[src/rtl/pipe_inv_pkg.sv]
// Shared definitions for the operand-recovery block: default widths and FSM encoding.
package pipe_inv_pkg;

  localparam int unsigned DefWIn  = 2;
  localparam int unsigned DefWOut = 2 * DefWIn;
  localparam int unsigned DefCntW = $clog2(DefWOut);

  typedef enum logic [1:0] {
    StIdle = 2'd0,
    StDiv  = 2'd1,
    StFix  = 2'd2
  } state_e;

endpackage

[src/rtl/pipeline_operand_recovery_if.sv]
// Start/busy/done request bus carrying the operands in and the recovered operand plus flags out.
interface pipeline_operand_recovery_if #(
  parameter int unsigned WIn  = 2,
  parameter int unsigned WOut = 4
);

  logic            start;
  logic [WOut-1:0] out_val;
  logic [WIn-1:0]  b;
  logic [WIn-1:0]  c;
  logic [WIn-1:0]  d;
  logic            busy;
  logic            done;
  logic [WIn-1:0]  a_rec;
  logic            err_div0;
  logic            err_range;

  modport master (
    output start, out_val, b, c, d,
    input  busy, done, a_rec, err_div0, err_range
  );

  modport slave (
    input  start, out_val, b, c, d,
    output busy, done, a_rec, err_div0, err_range
  );

endinterface

[src/rtl/restoring_div_step.sv]
// One restoring-division iteration: shift in the next numerator bit, subtract the divisor if it fits.
module restoring_div_step #(
  parameter int unsigned WIn = 2
) (
  input  logic [WIn:0]   rem_i,
  input  logic           num_bit_i,
  input  logic [WIn-1:0] dvs_i,
  output logic [WIn:0]   rem_o,
  output logic           q_bit_o
);

  logic [WIn+1:0] shifted;
  logic [WIn+1:0] dvs_ext;
  logic [WIn+1:0] diff;

  always_comb begin
    shifted = {rem_i, num_bit_i};
    dvs_ext = {2'b00, dvs_i};
    diff    = shifted - dvs_ext;
    q_bit_o = (shifted >= dvs_ext);
    // With a zero divisor every step "fits"; the remainder is meaningless then and masked later.
    rem_o   = q_bit_o ? diff[WIn:0] : shifted[WIn:0];
  end

endmodule

[src/rtl/pipeline_operand_recovery.sv]
// Recovers operand a from ((a+b)*d - c) by computing ((out_val + c) / d - b) with a serial divider.
module pipeline_operand_recovery
  import pipe_inv_pkg::*;
#(
  parameter int unsigned WIn  = DefWIn,
  parameter int unsigned WOut = 2 * WIn
) (
  input logic                        clk_i,
  input logic                        rst_ni,
  pipeline_operand_recovery_if.slave bus
);

  localparam int unsigned CntW = (WOut > 1) ? $clog2(WOut) : 1;

  state_e          state_q, state_d;
  logic [WOut-1:0] num_q, num_d;
  logic [WOut-1:0] quo_q, quo_d;
  logic [WIn:0]    rem_q, rem_d;
  logic [WIn-1:0]  dvs_q, dvs_d;
  logic [WIn-1:0]  b_q, b_d;
  logic [CntW-1:0] cnt_q, cnt_d;
  logic [WIn-1:0]  a_rec_q, a_rec_d;
  logic            done_q, done_d;
  logic            err_div0_q, err_div0_d;
  logic            err_range_q, err_range_d;

  logic [WIn:0]    step_rem;
  logic            step_q;
  logic            fix_div0;
  logic            fix_range;
  logic [WIn-1:0]  fix_a;

  restoring_div_step #(
    .WIn(WIn)
  ) u_div_step (
    .rem_i    (rem_q),
    .num_bit_i(num_q[cnt_q]),
    .dvs_i    (dvs_q),
    .rem_o    (step_rem),
    .q_bit_o  (step_q)
  );

  always_comb begin
    fix_div0  = (dvs_q == '0);
    fix_range = !fix_div0 && ((rem_q != '0) || (quo_q[WOut-1:WIn] != '0));
    fix_a     = quo_q[WIn-1:0] - b_q;
  end

  always_comb begin
    state_d     = state_q;
    num_d       = num_q;
    quo_d       = quo_q;
    rem_d       = rem_q;
    dvs_d       = dvs_q;
    b_d         = b_q;
    cnt_d       = cnt_q;
    a_rec_d     = a_rec_q;
    err_div0_d  = err_div0_q;
    err_range_d = err_range_q;
    done_d      = 1'b0;

    case (state_q)
      StIdle: begin
        if (bus.start) begin
          // Wraps mod 2^WOut, undoing the forward datapath's subtract wrap.
          num_d   = bus.out_val + {{(WOut - WIn){1'b0}}, bus.c};
          dvs_d   = bus.d;
          b_d     = bus.b;
          rem_d   = '0;
          quo_d   = '0;
          cnt_d   = CntW'(WOut - 1);
          state_d = StDiv;
        end
      end
      StDiv: begin
        rem_d        = step_rem;
        quo_d[cnt_q] = step_q;
        if (cnt_q == '0) begin
          state_d = StFix;
        end else begin
          cnt_d = cnt_q - 1'b1;
        end
      end
      StFix: begin
        err_div0_d  = fix_div0;
        err_range_d = fix_range;
        a_rec_d     = (fix_div0 || fix_range) ? '0 : fix_a;
        done_d      = 1'b1;
        state_d     = StIdle;
      end
      default: begin
        state_d = StIdle;
      end
    endcase
  end

  always_ff @(posedge clk_i or negedge rst_ni) begin
    if (!rst_ni) begin
      state_q     <= StIdle;
      num_q       <= '0;
      quo_q       <= '0;
      rem_q       <= '0;
      dvs_q       <= '0;
      b_q         <= '0;
      cnt_q       <= '0;
      a_rec_q     <= '0;
      done_q      <= 1'b0;
      err_div0_q  <= 1'b0;
      err_range_q <= 1'b0;
    end else begin
      state_q     <= state_d;
      num_q       <= num_d;
      quo_q       <= quo_d;
      rem_q       <= rem_d;
      dvs_q       <= dvs_d;
      b_q         <= b_d;
      cnt_q       <= cnt_d;
      a_rec_q     <= a_rec_d;
      done_q      <= done_d;
      err_div0_q  <= err_div0_d;
      err_range_q <= err_range_d;
    end
  end

  assign bus.busy      = (state_q != StIdle);
  assign bus.done      = done_q;
  assign bus.a_rec     = a_rec_q;
  assign bus.err_div0  = err_div0_q;
  assign bus.err_range = err_range_q;

endmodule

[src/flat_wrapper.sv]
// flat-port wrapper written by rule: the top's interface ports become plain ports
module pipeline_operand_recovery_flat import pipe_inv_pkg::*;
#(
  parameter int unsigned WIn  = DefWIn,
  parameter int unsigned WOut = 2 * WIn
)
  (clk_i, rst_ni, bus_start, bus_out_val, bus_b, bus_c, bus_d, bus_busy, bus_done, bus_a_rec, bus_err_div0, bus_err_range);
  pipeline_operand_recovery_if #(.WIn(WIn), .WOut(WOut)) bus_i ();
  input logic clk_i;
  input logic rst_ni;
  input wire logic [$bits(bus_i.start)-1:0] bus_start;
  input wire logic [$bits(bus_i.out_val)-1:0] bus_out_val;
  input wire logic [$bits(bus_i.b)-1:0] bus_b;
  input wire logic [$bits(bus_i.c)-1:0] bus_c;
  input wire logic [$bits(bus_i.d)-1:0] bus_d;
  output wire logic [$bits(bus_i.busy)-1:0] bus_busy;
  output wire logic [$bits(bus_i.done)-1:0] bus_done;
  output wire logic [$bits(bus_i.a_rec)-1:0] bus_a_rec;
  output wire logic [$bits(bus_i.err_div0)-1:0] bus_err_div0;
  output wire logic [$bits(bus_i.err_range)-1:0] bus_err_range;
  assign bus_i.start = bus_start;
  assign bus_i.out_val = bus_out_val;
  assign bus_i.b = bus_b;
  assign bus_i.c = bus_c;
  assign bus_i.d = bus_d;
  assign bus_busy = bus_i.busy;
  assign bus_done = bus_i.done;
  assign bus_a_rec = bus_i.a_rec;
  assign bus_err_div0 = bus_i.err_div0;
  assign bus_err_range = bus_i.err_range;
  pipeline_operand_recovery #(.WIn(WIn), .WOut(WOut)) u_core (.clk_i(clk_i), .rst_ni(rst_ni), .bus(bus_i));
endmodule
[config.mk]
export PLATFORM = sky130hd
export DESIGN_NAME = pipeline_operand_recovery_flat
export DESIGN_NICKNAME = d
export VERILOG_FILES = /design/src/rtl/pipe_inv_pkg.sv /design/src/rtl/pipeline_operand_recovery_if.sv /design/src/rtl/restoring_div_step.sv /design/src/rtl/pipeline_operand_recovery.sv /design/src/flat_wrapper.sv
export SDC_FILE = /design/constraint.sdc
export NUM_CORES = 1
export LEC_CHECK = 0
export CAP_MARGIN = 30
export CORE_ASPECT_RATIO = 1.75
export CORE_MARGIN = 2
export CORE_UTILIZATION = 36
export DETAILED_ROUTE_END_ITERATION = 7
export MAX_ROUTING_LAYER = met4
export PLACE_DENSITY = 0.68
export SETUP_SLACK_MARGIN = 0.5
export SLEW_MARGIN = 20
export SYNTH_ARGS = -nofsm -noshare
export SYNTH_HDL_FRONTEND = slang
export SYNTH_SLANG_ARGS = --single-unit
[constraint.sdc]
create_clock -name clk_i -period 5.8 [get_ports clk_i]
set_input_delay 0.87 -clock clk_i [delete_from_list [all_inputs] [get_ports clk_i]]
set_output_delay 0.87 -clock clk_i [all_outputs]
set_load 0.005 [all_outputs]
==> flow_metrics.py <==
metrics = {
    "detailed_routing": {
        "ant_nets": 0,
        "dr.pass1.iters": 4,
        "vias": 937,
        "wl_met1_microns": 875,
        "viasPerCell": 4.98,
        "wl_met2_mm": 1.29,
        "drt_drc_violations_left": 0,
        "wire_per_inst_microns": 12.0,
        "wl_met3_microns": 89,
        "drt-total-wl_mm": 2.26,
        "drt_iter0_drc": 33,
        "top_layer": "met4",
    },
    "setup_path": {
        "slowest_stage": "dfrtp_1",
        "r2r_slack_ps": 3440,
        "slowest_delay_ps": 490,
        "worstReg2RegEnd": "u_core.rem_q[0]",
        "rr_startpoint": "u_core.cnt_q[0]",
        "startpoint": "u_core.state_q[0]",
        "critPathMaxFanout": 11,
        "critPathArrivalTime_ps": 1530,
        "cpLargestDelayFamily": "flip-flops",
        "r2r_cells": 6,
        "worst-path-buf-inv": 1,
        "cp-endpoint": "bus_busy",
        "cp-end-kind": "primary output",
        "cp_cell_sequence": "or2_2, clkdlybuf4s50_1",
        "cp-start-kind": "flop",
        "crit_required_ps": 4930,
        "path_depth": 2,
        "critPathKind": "flop to primary output",
    },
    "flow_run": {
        "drv_cap": 0,
    },
    "clock_tree": {
        "post_cts_buffers": 0,
        "cts_root_buffer": "clkbuf_8",
        "htreeDepth": 1,
        "cts_buffers": 3,
        "clock_path_buffers": 2,
        "clk_pin_slew_worst_paths_ps": 80,
        "cts_tree": "built",
        "cts_sinks": 24,
        "insertion_delay_ps": 260,
        "cts_hold_buf": 0,
        "cts_resized": 0,
    },
    "sta": {
        "rsz0062_at_grt": "false",
        "slew_headroom": 0.613,
        "fmax_ghz": 0.417,
        "finClkSkew_ps": 2.58,
        "worst_slack_ps": 3400,
        "finalHoldViolCount": 0,
        "period_share": 0.413,
        "maxSlewViolCount": 0,
        "worstMarginPinSlew_ps": 578,
        "min_period_ps": 2400,
        "tns_ps": 0,
        "setup_viol": 0,
    },
    "placement": {
        "dp_hpwl_mm": 1.84,
        "portBuffers": 18,
        "gp_congestion": 0.778,
        "placedCellCount": 184,
        "preCtsSetupSlack_ps": 3160,
    },
    "synth": {
        "synth_edf_count": 0,
        "synth-main-ff-cell": "dfrtp_1",
        "yosysMostFrequentCell": "dfrtp_1",
        "synth_adder_area_share": 0.119,
        "synth_top_cell_by_area": "dfrtp_1",
        "synth.area.top_cells": "dfrtp_1 47%, ha_1 8.8%, nand2_1 5.6%",
        "synth_seq_area_share": 0.470,
        "syn-num-nets": 149,
        "synth_area_sq_um": 1280,
        "synth_top_area_share": 0.470,
        "syn-instance-count": 125,
        "async_reset_ff_frac": 1.00,
        "synth_cell_types": 35,
        "synth-xor-area-share": 0.0274,
        "syn_avg_cell_area_sq_um": 10.2,
        "ys_warn_count": 0,
        "synth_compound_area_frac": 0.106,
        "yosys_register_bits": 24,
        "synthSimpleGateAreaFrac": 0.202,
        "synthMuxAreaShare": 0.0264,
        "synth_commonest_cells": "24 x dfrtp_1, 19 x nand2_1, 12 x inv_1",
        "synth_top_family_by_area": "simple AND/OR/NAND/NOR gates",
    },
    "floorplanning": {
        "initial_core_util": 0.376,
        "pin_count": 19,
        "dieWidth_microns": 49.1,
        "coreArea_sq_um": 3400,
        "fp.dieH_microns": 82.8,
        "rows": 28,
        "dieArea_sq_um": 4060,
    },
    "global_routing": {
        "grt_usage": 0.128,
        "grt_overflow": 0,
        "grt_pass1_vias": 975,
        "antenna_found_initial": 0,
        "grt_max_degree": 19,
        "grt_pass1_wl_mm": 4.13,
    },
    "layout": {
        "n_antenna_cell": 0,
        "nets": 168,
        "area_growth_pct": 23.8,
        "stdcell_count": 188,
        "final_layout_size_suffix_gt1_frac": 0.0909,
    },
    "pwr": {
        "leakagePower_nw": 0.728,
        "peakVddDrop_uv": 237,
        "power.density_nw_per_um2": 510,
    },
    "hold_path": {
        "hold_path.class": "flop to flop",
    },
    "status": {
        "status": "finished, final reports clean",
    },
}
==> metal layers <==
layer	GRT usage	vias up
met5	-	-
met4	0.0312	0
met3	0.0216	2
met2	0.245	20
met1	0.131	451
li1	-	464
==> layout by cell type (no fill, tap or decap), types with 3 or more instances in the layout <==
| cell type | instances |
|---|---|
| clkbuf_8 | 3 |
| clkdlybuf4s50_1 | 18 |
| dfrtp_1 | 24 |
| ha_1 | 9 |
| inv_1 | 12 |
| nand2_1 | 19 |
| nand3_1 | 9 |
| nand3b_1 | 4 |
| o21ai_0 | 9 |
==> per-stage QoR <==
stage,util,power (mW),hold slack (ps),area (sq um)
2_1_floorplan,-,0.559,441,1280
3_3_place_gp,0.440,0.656,461,1500
3_5_place_dp,0.445,0.673,476,1510
4_1_cts,0.466,0.819,495,1580
5_1_grt,0.466,0.886,522,1580
6_report,0.466,0.808,488,1580
==> worst reg2reg max path, cell delays in order, from the launching register on <==
cell	delay (ps)
dfrtp_1	460
mux4_2	560
inv_1	70
ha_1	230
a211oi_1	450
and2_1	300
o311ai_0	140
==> kinds of logic after synthesis <==
logic type      Yosys count
xor+xnor                  4
compound gates           20
buf+inv                  17
flops                    24
mux                       2
simple gates             47
fa+ha+maj                11
==> final cells by class <==
type	instances	area (sq um)
clock buffer	3	41.3
tap	45	56.3
sequential	24	601
timing repair buffer	19	195
inverter	12	45.0
clock inverter	1	30.0
fill	346	1820
multi-input combinational	84	614
==> sequential cells by signal, summed over array words and instances, names as in the netlist <==
name,flops
u_core.cnt_q,2
u_core.bus.a_rec,2
u_core.state_q,2
u_core.bus.err_div0,1
u_core.num_q,4
u_core.b_q,2
u_core.dvs_q,2
u_core.rem_q,3
u_core.bus.done,1
u_core.bus.err_range,1
u_core.quo_q,4
==> how the worst min path moves through the flow <==
stage	start	to	cells after the start	slack, ps
floorplan	u_core.num_q[0]	u_core.num_q[0]	2	440
global placement	u_core.num_q[1]	u_core.num_q[1]	2	460
detailed placement	u_core.num_q[2]	u_core.num_q[2]	2	480
CTS	u_core.num_q[2]	u_core.num_q[2]	2	500
global route	u_core.num_q[2]	u_core.num_q[2]	2	520
finish	u_core.bus.a_rec[1]	u_core.bus.a_rec[1]	2	490
==> power breakdown <==
group	leakage [nW]	total (mW)	switching, mW	internal, mW
sequential	0.301	0.313	0.0700	0.243
combinational	0.391	0.350	0.172	0.178
clock	0.0357	0.145	0.0527	0.0922
No activity file was read; power rests on OpenSTA's default activity.
